## src/rtl/multi_channel_debouncer.sv

```systemverilog
// -----------------------------------------------------------------------------
// multi_channel_debouncer
//
// N-channel debouncer for push-buttons and slide switches. Each raw input goes
// through a two-flop synchronizer. A shared prescaler produces a sample tick,
// and on every tick each channel counts consecutive samples that disagree with
// its current debounced level. The level flips once STABLE_TICKS disagreeing
// samples have been seen in a row. A single agreeing sample restarts the count.
//
// Optional feature macro: MULTI_CHANNEL_DEBOUNCER_EDGE_PULSE_EN
//   defined   : registered one-cycle rise/fall pulses, aligned with the cycle
//               in which buttonOut first shows the new level.
//   undefined : risePulse/fallPulse are tied to zero and no pulse flops exist.
//
// Ports:
//   clk        in   system clock, rising edge
//   reset      in   asynchronous, active-high reset of all state
//   enable     in   advances the sample prescaler while high
//   buttonIn   in   [CHANNELS] raw asynchronous button/switch levels
//   buttonOut  out  [CHANNELS] debounced levels (registered)
//   risePulse  out  [CHANNELS] one-cycle pulse on debounced 0->1
//   fallPulse  out  [CHANNELS] one-cycle pulse on debounced 1->0
//   sampleTick out  registered prescaler tick (debug / chaining)
// -----------------------------------------------------------------------------
module multi_channel_debouncer #(
  parameter int unsigned CHANNELS     = 5,
  parameter int unsigned TICK_DIV     = 100000,
  parameter int unsigned STABLE_TICKS = 4,
  parameter logic        RESET_LEVEL  = 1'b0
) (
  input  logic                clk,
  input  logic                reset,
  input  logic                enable,
  input  logic [CHANNELS-1:0] buttonIn,
  output logic [CHANNELS-1:0] buttonOut,
  output logic [CHANNELS-1:0] risePulse,
  output logic [CHANNELS-1:0] fallPulse,
  output logic                sampleTick
);

  localparam int unsigned DIV_W = (TICK_DIV > 1) ? $clog2(TICK_DIV) : 1;
  localparam int unsigned CNT_W = $clog2(STABLE_TICKS + 1);

  // Terminal values; counters never go past these.
  localparam logic [DIV_W-1:0] DIV_MAX  = DIV_W'(TICK_DIV - 1);
  localparam logic [CNT_W-1:0] CNT_LAST = CNT_W'(STABLE_TICKS - 1);

  logic [CHANNELS-1:0] meta_r;
  logic [CHANNELS-1:0] sync_r;
  logic [CHANNELS-1:0] level_r;
  logic [DIV_W-1:0]    div_r;
  logic                tick_r;
  logic [CNT_W-1:0]    cnt_r     [CHANNELS];
  logic [CNT_W-1:0]    cnt_nxt_s [CHANNELS];
  logic [CHANNELS-1:0] differ_s;
  logic [CHANNELS-1:0] flip_s;

  // Two-flop synchronizer: the only path from the raw inputs into the design.
  always_ff @(posedge clk or posedge reset) begin
    if (reset) begin
      meta_r <= {CHANNELS{RESET_LEVEL}};
      sync_r <= {CHANNELS{RESET_LEVEL}};
    end else begin
      meta_r <= buttonIn;
      sync_r <= meta_r;
    end
  end

  // Prescaler: the tick is registered, so it is high in the cycle after wrap.
  // With TICK_DIV=1 div_r stays at zero and the tick simply follows enable.
  always_ff @(posedge clk or posedge reset) begin
    if (reset) begin
      div_r  <= {DIV_W{1'b0}};
      tick_r <= 1'b0;
    end else if (enable) begin
      if (div_r == DIV_MAX) begin
        div_r  <= {DIV_W{1'b0}};
        tick_r <= 1'b1;
      end else begin
        div_r  <= div_r + DIV_W'(1);
        tick_r <= 1'b0;
      end
    end else begin
      tick_r <= 1'b0;
    end
  end

  assign differ_s = sync_r ^ level_r;

  // Per-channel stable-sample counter next state and flip decision.
  always_comb begin
    flip_s = {CHANNELS{1'b0}};
    for (int i = 0; i < int'(CHANNELS); i++) begin
      cnt_nxt_s[i] = cnt_r[i];
      if (tick_r) begin
        if (!differ_s[i]) begin
          // An agreeing sample throws away any partial count.
          cnt_nxt_s[i] = {CNT_W{1'b0}};
        end else if (cnt_r[i] == CNT_LAST) begin
          cnt_nxt_s[i] = {CNT_W{1'b0}};
          flip_s[i]    = 1'b1;
        end else begin
          cnt_nxt_s[i] = cnt_r[i] + CNT_W'(1);
        end
      end else begin
        cnt_nxt_s[i] = cnt_r[i];
      end
    end
  end

  // Counter and debounced level registers; they only move on tick cycles.
  always_ff @(posedge clk or posedge reset) begin
    if (reset) begin
      level_r <= {CHANNELS{RESET_LEVEL}};
      for (int i = 0; i < int'(CHANNELS); i++) begin
        cnt_r[i] <= {CNT_W{1'b0}};
      end
    end else begin
      level_r <= level_r ^ flip_s;
      for (int i = 0; i < int'(CHANNELS); i++) begin
        cnt_r[i] <= cnt_nxt_s[i];
      end
    end
  end

  assign buttonOut  = level_r;
  assign sampleTick = tick_r;

`ifdef MULTI_CHANNEL_DEBOUNCER_EDGE_PULSE_EN
  logic [CHANNELS-1:0] rise_r;
  logic [CHANNELS-1:0] fall_r;

  // Edge pulses load on the same edge as level_r, so they line up with the
  // first cycle of the new level; the flip direction is the new sync value.
  always_ff @(posedge clk or posedge reset) begin
    if (reset) begin
      rise_r <= {CHANNELS{1'b0}};
      fall_r <= {CHANNELS{1'b0}};
    end else begin
      rise_r <= flip_s & sync_r;
      fall_r <= flip_s & ~sync_r;
    end
  end

  assign risePulse = rise_r;
  assign fallPulse = fall_r;
`else
  assign risePulse = {CHANNELS{1'b0}};
  assign fallPulse = {CHANNELS{1'b0}};
`endif

endmodule

```

## config.mk

```make
export PLATFORM = sky130hd
export DESIGN_NAME = multi_channel_debouncer
export DESIGN_NICKNAME = d
export VERILOG_FILES = /design/src/rtl/multi_channel_debouncer.sv
export SDC_FILE = /design/constraint.sdc
export NUM_CORES = 1
export LEC_CHECK = 0
export ABC_CLOCK_PERIOD_IN_PS = 2300
export CORE_UTILIZATION = 45
export CTS_BUF_LIST = sky130_fd_sc_hd__clkbuf_2
export CTS_CLUSTER_SIZE = 16
export DETAILED_ROUTE_END_ITERATION = 8
export PLACE_DENSITY_LB_ADDON = 0.05
export REMOVE_ABC_BUFFERS = 1
export SYNTH_ARGS = -nofsm -noshare
export SYNTH_HDL_FRONTEND = slang
export SYNTH_SLANG_ARGS = --single-unit
```

## constraint.sdc

```tcl
create_clock -name clk -period 2.3 [get_ports clk]
set_input_delay 0.69 -clock clk [delete_from_list [all_inputs] [get_ports clk]]
set_output_delay 0.69 -clock clk [all_outputs]
set_load 0.03 [all_outputs]
```

==> run_results.csv, run 1 <==
group,metric,value,unit
floorplan,die_w,71.6,µm
detailed_routing,drc,0,
sta,post-route-period-util,0.965,
global_route,grt_max_degree,49,
synthesis,syn_area,2180,µm²
global_route,grt_usage,0.154,
clock_network,cts_tree,"yes",
detailed_routing,vias,1362,
setup_path,cp_top_family,"buffers and inverters",
setup_path,cpPeakStageDelay,0.68,ns
clock_network,clkTransAtPathRegs,0.25,ns
clock_network,cts_sinks,48,
hold_path,hold_path_class,"reg2reg",
hold_path,whs_endpoint,"sync_r[4]$_DFF_PP0_",
detailed_routing,wirelength,3430,µm
synthesis,synth-seq-cells,48,
pwr,p_per_area,673,nW/µm²
synthesis,synth_top_area_frac,0.551,
clock_network,cts_buffers,5,
placed_design,gp_congestion,0.823,
synthesis,synthCells,189,
sta,rsz0062_at_grt,"false",
detailed_routing,drt_iter0_drc,64,
setup_path,critPathCaptureType,"output pin",
synthesis,ys_top_cells_by_area,"dfrtp_1 55%, xnor2_1 6.0%, mux2_2 4.7%",
detailed_routing,postRouteAntennaNets,0,
global_route,grt_pass1_vias,1456,
finish,diodes,0,
detailed_routing,routedWlPerCell,13.1,µm
sta,setup_viol,0,
setup_path,r2r-end,"div_r[16]$_DFFE_PP0P_",
finish,fin_nets,223,
synthesis,synthFlopType,"dfrtp_1",
floorplan,core_region_area,4500,µm²
synthesis,synth_top_area_cell,"dfrtp_1",
global_route,antenna_found_initial,0,
sta,hold_ws,0.385,ns
synthesis,avgSynthCellArea,11.5,µm²
sta,period_needed,2.22,ns
placed_design,dp_hpwl,2440,µm
hold_path,hold_depth,0,
synthesis,synth_edf_count,0,
clock_network,clk-insertion-delay-late,0.41,ns
setup_path,cp_cell_sequence,"clkdlybuf4s50_1",
setup_path,r2r-start,"div_r[0]$_DFFE_PP0P_",
setup_path,startpoint_type,"flop",
setup_path,crit_fanout,3,
setup_path,cp.depth,1,
clock_network,cts_buffer_depth,2,
setup_path,r2r_slack,0.66,ns
floorplan,start_util,0.484,
placed_design,port-buffer-count,13,
sta,slew_viol_final,0,
job,cap_violations,0,
clock_network,cts_hold_buffers,0,
sta,fmax,450,MHz
detailed_routing,drt_first_pass_iters,4,
setup_path,cp.required,1.61,ns
setup_path,crit_buf_inv,1,
clock_network,postCtsResizedCells,0,
clock_network,post_cts.repair.setup_buffers,0,
sta,tns,0,ns
synthesis,synth.top_cells.by_count,"48 x dfrtp_1, 18 x nor2_1, 15 x xnor2_1, 11 x nand2_1, 11 x nand3_1",
synthesis,yosysUniqueCellTypes,32,
pwr,vdd_drop_max,0.401,mV
finish,area_growth,11.9,%
sta,clock-skew-final,0.0246,ns
floorplan,die_area,5120,µm²
finish,fillers,399,
sta,hold_viol,0,
detailed_routing,vias_per_cell,5.20,
floorplan,die_height,71.6,µm
synthesis,yosysWarningCount,0,
global_route,grt_pass1_wl,6100,µm
outcome,status,"complete, no violations",
finish,drive_above_1_share,0.152,
setup_path,ff2ff_path_depth,5,
clock_network,htreeDepth,2,
pwr,p_leak,1.15,nW
floorplan,rows,24,
setup_path,critPathSlowestCell,"clkdlybuf4s50_1",
clock_network,root_buffer,"clkbuf_2",
synthesis,synthArstFlopShare,1.00,
hold_path,min_from,"meta_r[4]$_DFF_PP0_",
setup_path,cp.arrival,1.53,ns
synthesis,synth_most_common_cell,"dfrtp_1",
setup_path,crit_type,"reg2out",
global_route,grt-ovfl-total,0,
synthesis,ys_seq_area_frac,0.551,
floorplan,io_pins,24,
[layout by cell type, fill, tap and decap left out, types with 5 or more instances in the layout]
cell type	n
mux2_2	9
nand3_1	11
nand2_1	11
inv_1	9
clkdlybuf4s50_1	10
xnor2_1	15
conb_1	10
dfrtp_1	48
buf_4	5
o22ai_1	6
ha_1	6
clkbuf_2	5
nor2_1	18
[where the power goes]
| group | leakage [nW] | switching, mW | internal [mW] |
|---|---|---|---|
| Clock | 0.0390 | 0.266 | 0.181 |
| Combinational | 0.472 | 0.101 | 0.0920 |
| Sequential | 0.636 | 0.0846 | 0.914 |
[cells by family after synthesis]
group | Yosys count | share of synthesized area
AOI/OAI and AO/OA | 15 | 0.0448
xor gates and xnor gates | 19 | 0.0764
adders and majority gates | 6 | 0.0345
buffers and inverters | 24 | 0.0586
DFF | 48 | 0.551
muxes | 10 | 0.0511
other | 1 | 0.00172
and+or+nand+nor | 66 | 0.182
[worst max-delay path by stage]
stage                                 startpoint                endpoint  slack (ns)
after floorplan                            reset  buttonOut[0]$_DFF_PP0_        0.47
after global placement                    enable    div_r[7]$_DFFE_PP0P_        0.21
after detailed placement                  enable    div_r[5]$_DFFE_PP0P_        0.15
after CTS                 buttonOut[1]$_DFF_PP0_            buttonOut[1]       0.006
after global routing      buttonOut[3]$_DFF_PP0_            buttonOut[3]      0.0004
final                     buttonOut[3]$_DFF_PP0_            buttonOut[3]        0.08
[stage by stage]
step | setup WS, ns | total power [mW] | utilization | instances | cell area (µm²)
2_1_floorplan | 0.466 | 1.15 | - | 184 | 2120
3_3_place_gp | 0.215 | 1.20 | 0.525 | 254 | 2360
3_5_place_dp | 0.149 | 1.21 | 0.525 | 254 | 2360
4_1_cts | 0.00634 | 1.66 | 0.540 | 262 | 2430
5_1_grt | 0.000393 | 1.73 | 0.541 | 262 | 2440
6_report | 0.0796 | 1.64 | 0.541 | 262 | 2440
[state kept, by name (all words and copies together) (netlist names)]
name	count
sampleTick	1
buttonOut	5
sync_r	5
cnt_r	15
meta_r	5
div_r	17
[final cells by class]
cell class	instances	area (µm²)	area share
clock inverter	3	42.5	0.0175
clock buffer	5	25.0	0.0103
timing repair buffer	18	183	0.0749
inverter	10	37.5	0.0154
sequential	48	1200	0.493
multi-input combinational	126	883	0.362
tap	52	65.1	0.0267
[routing by layer]
metal	GRT usage	wire length, µm	vias up	share of wire
met3	0.0436	114	4	0.033
met2	0.279	1810	23	0.53
met1	0.175	1490	676	0.43
met5	0	0	-	0
li1	-	-	659	-
met4	0.0479	21	0	0.0061
Power figures use the tool's default switching activity.
==> run 2: changes to the inputs <==
--- a/config.mk
+++ b/config.mk
@@ -7,7 +7,7 @@
 export LEC_CHECK = 0
 export ABC_CLOCK_PERIOD_IN_PS = 2300
 export CORE_UTILIZATION = 45
-export CTS_BUF_LIST = sky130_fd_sc_hd__clkbuf_2
+export CTS_BUF_LIST = sky130_fd_sc_hd__clkbuf_8
 export CTS_CLUSTER_SIZE = 16
 export DETAILED_ROUTE_END_ITERATION = 8
 export PLACE_DENSITY_LB_ADDON = 0.05
==> run 2 against run 1 <==
Against the previous run: die area unchanged; largest cell class unchanged; highest routed layer unchanged; sequential power hardly changed; critical path type unchanged; via count grew 0.66%; clock-buffer cell count is the same; power rose by 9.2%.
==> run_results.csv, run 2 (synthesized netlist as in run 1, its figures left out) <==
group,metric,value,unit
outcome,status,"complete, no violations",
finish,fin_nets,223,
hold_path,hold_depth,0,
global_route,grt_pass1_vias,1457,
pwr,p_leak,1.12,nW
clock_network,cts_buffers,5,
finish,diodes,0,
detailed_routing,drt_first_pass_iters,4,
setup_path,cpPeakStageDelay,0.69,ns
sta,tns,0,ns
setup_path,r2r-start,"div_r[0]$_DFFE_PP0P_",
hold_path,hold_path_class,"reg2reg",
global_route,grt-ovfl-total,0,
floorplan,die_height,71.6,µm
global_route,antenna_found_initial,0,
sta,setup_viol,0,
detailed_routing,top_layer,"met4",
detailed_routing,wirelength,3420,µm
sta,period_needed,2.08,ns
sta,post-route-period-util,0.903,
pwr,p_per_area,723,nW/µm²
setup_path,cp_top_family,"buffers and inverters",
clock_network,htreeDepth,2,
detailed_routing,wl_met1,1480,µm
floorplan,io_pins,24,
finish,fillers,392,
floorplan,start_util,0.484,
clock_network,cts_hold_buffers,0,
clock_network,clk-insertion-delay-late,0.30,ns
setup_path,critPathCaptureType,"output pin",
pwr,p_sw_frac,0.259,
setup_path,ff2ff_path_depth,5,
placed_design,port-buffer-count,13,
finish,regMostFlops,"div_r",
detailed_routing,drt_iter0_drc,85,
sta,clock-skew-final,0.00687,ns
setup_path,r2r_slack,0.66,ns
sta,fmax,482,MHz
finish,drive_above_1_share,0.152,
setup_path,crit_type,"reg2out",
setup_path,crit_buf_inv,1,
clock_network,cts_sinks,48,
detailed_routing,routedWlPerCell,13.1,µm
detailed_routing,vias,1371,
pwr,finalPower,1.79,mW
pwr,power_frac_comb,0.108,
detailed_routing,vias_per_cell,5.23,
setup_path,cp.required,1.61,ns
pwr,clkPwrFrac,0.335,
global_route,grt_pass1_wl,6110,µm
sta,rsz0062_at_grt,"false",
setup_path,cp_cell_sequence,"clkdlybuf4s50_1",
finish,area_growth,13.7,%
sta,slew_viol_final,0,
clock_network,cts_buffer_depth,2,
clock_network,root_buffer,"clkbuf_8",
sta,fin_ws,0.224,ns
sta,hold_viol,0,
pwr,switching_power,0.464,mW
setup_path,cp.arrival,1.39,ns
detailed_routing,wl_met3,114,µm
detailed_routing,wl_met2,1770,µm
placed_design,post-place-ws,0.149,ns
floorplan,core_region_area,4500,µm²
placed_design,gp_congestion,0.823,
setup_path,r2r-end,"div_r[16]$_DFFE_PP0P_",
pwr,seqPwrFrac,0.557,
placed_design,dpl.cell_count,254,
finish,largest_reg_flops,17,
clock_network,postCtsResizedCells,0,
hold_path,whs_endpoint,"sync_r[4]$_DFF_PP0_",
floorplan,die_area,5120,µm²
setup_path,startpoint_type,"flop",
hold_path,min_from,"meta_r[4]$_DFF_PP0_",
job,cap_violations,0,
finish,layout_commonest_cell,"dfrtp_1",
floorplan,rows,24,
placed_design,dp_hpwl,2440,µm
pwr,vdd_drop_max,0.447,mV
clock_network,post_cts.repair.setup_buffers,0,
clock_network,cts_tree,"yes",
pwr,p_int,1.33,mW
detailed_routing,postRouteAntennaNets,0,
floorplan,die_w,71.6,µm
setup_path,crit_fanout,3,
global_route,grt_usage,0.155,
detailed_routing,drc,0,
clock_network,clkTransAtPathRegs,0.09,ns
finish,top_regs,"div_r (17), cnt_r (15)",
finish,instances_no_fill,262,
finish,final_cell_mix,"48 x dfrtp_1, 18 x nor2_1, 15 x xnor2_1, 12 x clkdlybuf4s50_1",
setup_path,critPathSlowestCell,"clkdlybuf4s50_1",
global_route,grt_max_degree,49,
==> run 2: changes by cell type in the layout (fill, tap and decap cells not counted) <==
cell	delta
clkdlybuf4s50_1	+2
clkbuf_8	+5
dlymetal6s2s_1	-2
clkbuf_2	-5
==> run 2: power groups by stage <==
stage	clock network [mW]	logic, mW	registers [mW]
final	0.599	0.193	0.997
after global routing	0.646	0.224	1.01
after CTS	0.624	0.198	0.996
after detailed placement	0	0.199	1.01
after global placement	0	0.188	1.01
after floorplan	0	0.154	0.992
==> run 2: final cells by class <==
class	instances	area, µm²	share of cell area
Timing Repair Buffer	18	178	0.0718
Inverter	10	37.5	0.0152
Sequential cell	48	1200	0.485
Clock buffer	5	68.8	0.0278
Tap cell	52	65.1	0.0263
Multi-Input combinational cell	126	883	0.357
Clock inverter	3	42.5	0.0172
==> run 2: metal layers <==
layer  global-route usage  up-vias
met5                    0        -
met4               0.0545        0
met3               0.0436        9
met2                0.279       26
met1                0.175      679
li1                     -      657
==> run 2: per-stage QoR <==
step / util / hold slack (ns) / instance area (µm²)
after floorplan: - / 0.331 / 2120
after global placement: 0.525 / 0.332 / 2360
after detailed placement: 0.525 / 0.339 / 2360
after CTS: 0.550 / 0.360 / 2480
after global routing: 0.550 / 0.363 / 2480
final: 0.550 / 0.357 / 2480
==> run 2: worst max-delay path by stage <==
stage	start	endpoint	slack [ns]	cells after the start
6_report	buttonOut[1]$_DFF_PP0_	buttonOut[1]	0.22	1
5_1_grt	buttonOut[1]$_DFF_PP0_	buttonOut[1]	0.17	1
4_1_cts	buttonOut[1]$_DFF_PP0_	buttonOut[1]	0.20	1
3_5_place_dp	enable	div_r[5]$_DFFE_PP0P_	0.15	6
3_3_place_gp	enable	div_r[7]$_DFFE_PP0P_	0.21	6
2_1_floorplan	reset	buttonOut[0]$_DFF_PP0_	0.47	1
==> run 3: changes to the inputs <==
--- a/config.mk
+++ b/config.mk
@@ -6,8 +6,9 @@
 export NUM_CORES = 1
 export LEC_CHECK = 0
 export ABC_CLOCK_PERIOD_IN_PS = 2300
-export CORE_UTILIZATION = 45
+export CORE_UTILIZATION = 47
 export CTS_BUF_LIST = sky130_fd_sc_hd__clkbuf_8
+export CTS_CLUSTER_DIAMETER = 200
 export CTS_CLUSTER_SIZE = 16
 export DETAILED_ROUTE_END_ITERATION = 8
 export PLACE_DENSITY_LB_ADDON = 0.05
==> run 3 against run 2 <==
Against the previous run: cell area fell by 1.1%; global-route usage grew 0.93 points; clock-buffer cell count increased by 1; hold slack lost 0.0035 ns; clock power shrank 17%; critical endpoint unchanged; largest cell class unchanged.
==> run_results.csv, run 3 (synthesized netlist as in run 1, its figures left out) <==
group,metric,value,unit
outcome,status,"complete, no violations",
clock_network,postCtsResizedCells,0,
finish,utilization,0.555,
clock_network,cts_sinks,48,
job,cap_violations,0,
global_route,antenna_found_initial,0,
global_route,grt_pass1_wl,6210,µm
finish,fin_nets,224,
detailed_routing,postRouteAntennaNets,0,
sta,rsz0062_at_grt,"false",
placed_design,dp_hpwl,2460,µm
sta,fmax,488,MHz
floorplan,die_height,70.1,µm
clock_network,cts_buffers,5,
hold_path,hold_path_class,"reg2reg",
finish,instances_no_fill,263,
placed_design,gp_congestion,0.862,
detailed_routing,vias_per_cell,5.20,
finish,final_cell_mix,"48 x dfrtp_1, 18 x nor2_1, 15 x xnor2_1, 12 x clkdlybuf4s50_1",
setup_path,crit_fanout,3,
sta,fin_ws,0.250,ns
clock_network,clk-insertion-delay-late,0.30,ns
floorplan,rows,24,
pwr,p_per_area,690,nW/µm²
floorplan,core_region_area,4410,µm²
setup_path,cp.arrival,1.36,ns
pwr,vdd_drop_max,0.394,mV
floorplan,die_area,4910,µm²
detailed_routing,wirelength,3400,µm
floorplan,start_util,0.493,
setup_path,cp.required,1.61,ns
global_route,grt_max_degree,29,
finish,largest_reg_flops,17,
detailed_routing,drt_iter0_drc,57,
setup_path,crit_buf_inv,1,
setup_path,startpoint_type,"flop",
sta,tns,0,ns
setup_path,cp_top_family,"buffers and inverters",
placed_design,post-place-ws,0.163,ns
finish,fillers,413,
clock_network,htreeDepth,2,
setup_path,critPathCaptureType,"output pin",
sta,clock-skew-final,0.00388,ns
clock_network,post_cts.repair.setup_buffers,0,
finish,fin_area,2450,µm²
sta,post-route-period-util,0.891,
global_route,grt_usage,0.164,
detailed_routing,drt_first_pass_iters,4,
setup_path,critPathSlowestCell,"clkdlybuf4s50_1",
clock_network,cts_tree,"yes",
clock_network,clkTransAtPathRegs,0.08,ns
finish,area_growth,12.5,%
detailed_routing,vias,1367,
setup_path,crit_type,"reg2out",
finish,diodes,0,
finish,regMostFlops,"div_r",
sta,setup_viol,0,
sta,hold_ws,0.353,ns
clock_network,cts_buffer_depth,2,
sta,hold_viol,0,
clock_network,cts_hold_buffers,0,
pwr,finalPower,1.69,mW
finish,top_regs,"div_r (17), cnt_r (15)",
placed_design,port-buffer-count,13,
global_route,grt_pass1_vias,1418,
floorplan,die_w,70.1,µm
setup_path,cp_cell_sequence,"clkdlybuf4s50_1",
sta,slew_viol_final,0,
clock_network,root_buffer,"clkbuf_8",
finish,layout_commonest_cell,"dfrtp_1",
pwr,p_leak,1.12,nW
placed_design,dpl.cell_count,255,
finish,drive_above_1_share,0.147,
detailed_routing,routedWlPerCell,12.9,µm
placed_design,placed_area,2360,µm²
sta,period_needed,2.05,ns
detailed_routing,drc,0,
global_route,grt-ovfl-total,0,
floorplan,io_pins,24,
setup_path,cpPeakStageDelay,0.68,ns
-- run 3: cell count changes in the layout (fill, tap and decap cells not counted) --
cell	delta
clkbuf_8	+1
buf_4	+2
buf_12	-1
clkinv_2	-1
clkinvlp_4	-1
inv_1	+2
bufinv_16	-1
-- run 3: worst paths after layout --
kind                                              from                    end  slack [ns]  depth (start not counted)
worst max-delay path            buttonOut[1]$_DFF_PP0_           buttonOut[1]        0.25                          1
max in group asynchronous                        reset   div_r[3]$_DFFE_PP0P_        1.25                          3
worst min register to register     meta_r[2]$_DFF_PP0_    sync_r[2]$_DFF_PP0_        0.35                          0
worst min-delay path               meta_r[2]$_DFF_PP0_    sync_r[2]$_DFF_PP0_        0.35                          0
min in group asynchronous                        reset   cnt_r[5]$_DFFE_PP0P_        0.75                          3
worst max register to register    div_r[0]$_DFFE_PP0P_  div_r[16]$_DFFE_PP0P_        0.62                          5
-- run 3: routing by layer --
metal,part of all wire,GRT usage
met1,0.44,0.197
met2,0.49,0.266
met3,0.034,0.0447
met4,0.030,0.0911
met5,0,0
-- run 3: cell type report --
| class | count | area, µm² | share of cell area |
|---|---|---|---|
| Inverter | 10 | 37.5 | 0.0153 |
| Clock inverter | 2 | 7.51 | 0.00306 |
| Clock buffer | 6 | 82.6 | 0.0337 |
| Multi-Input combinational cell | 126 | 883 | 0.361 |
| Timing Repair Buffer | 19 | 173 | 0.0705 |
| Tap cell | 52 | 65.1 | 0.0266 |
| Sequential cell | 48 | 1200 | 0.490 |
-- run 3: power breakdown --
part	total, mW	switching [mW]	internal, mW
Combinational	0.194	0.103	0.0903
Sequential	0.999	0.0861	0.912
Clock	0.498	0.261	0.236
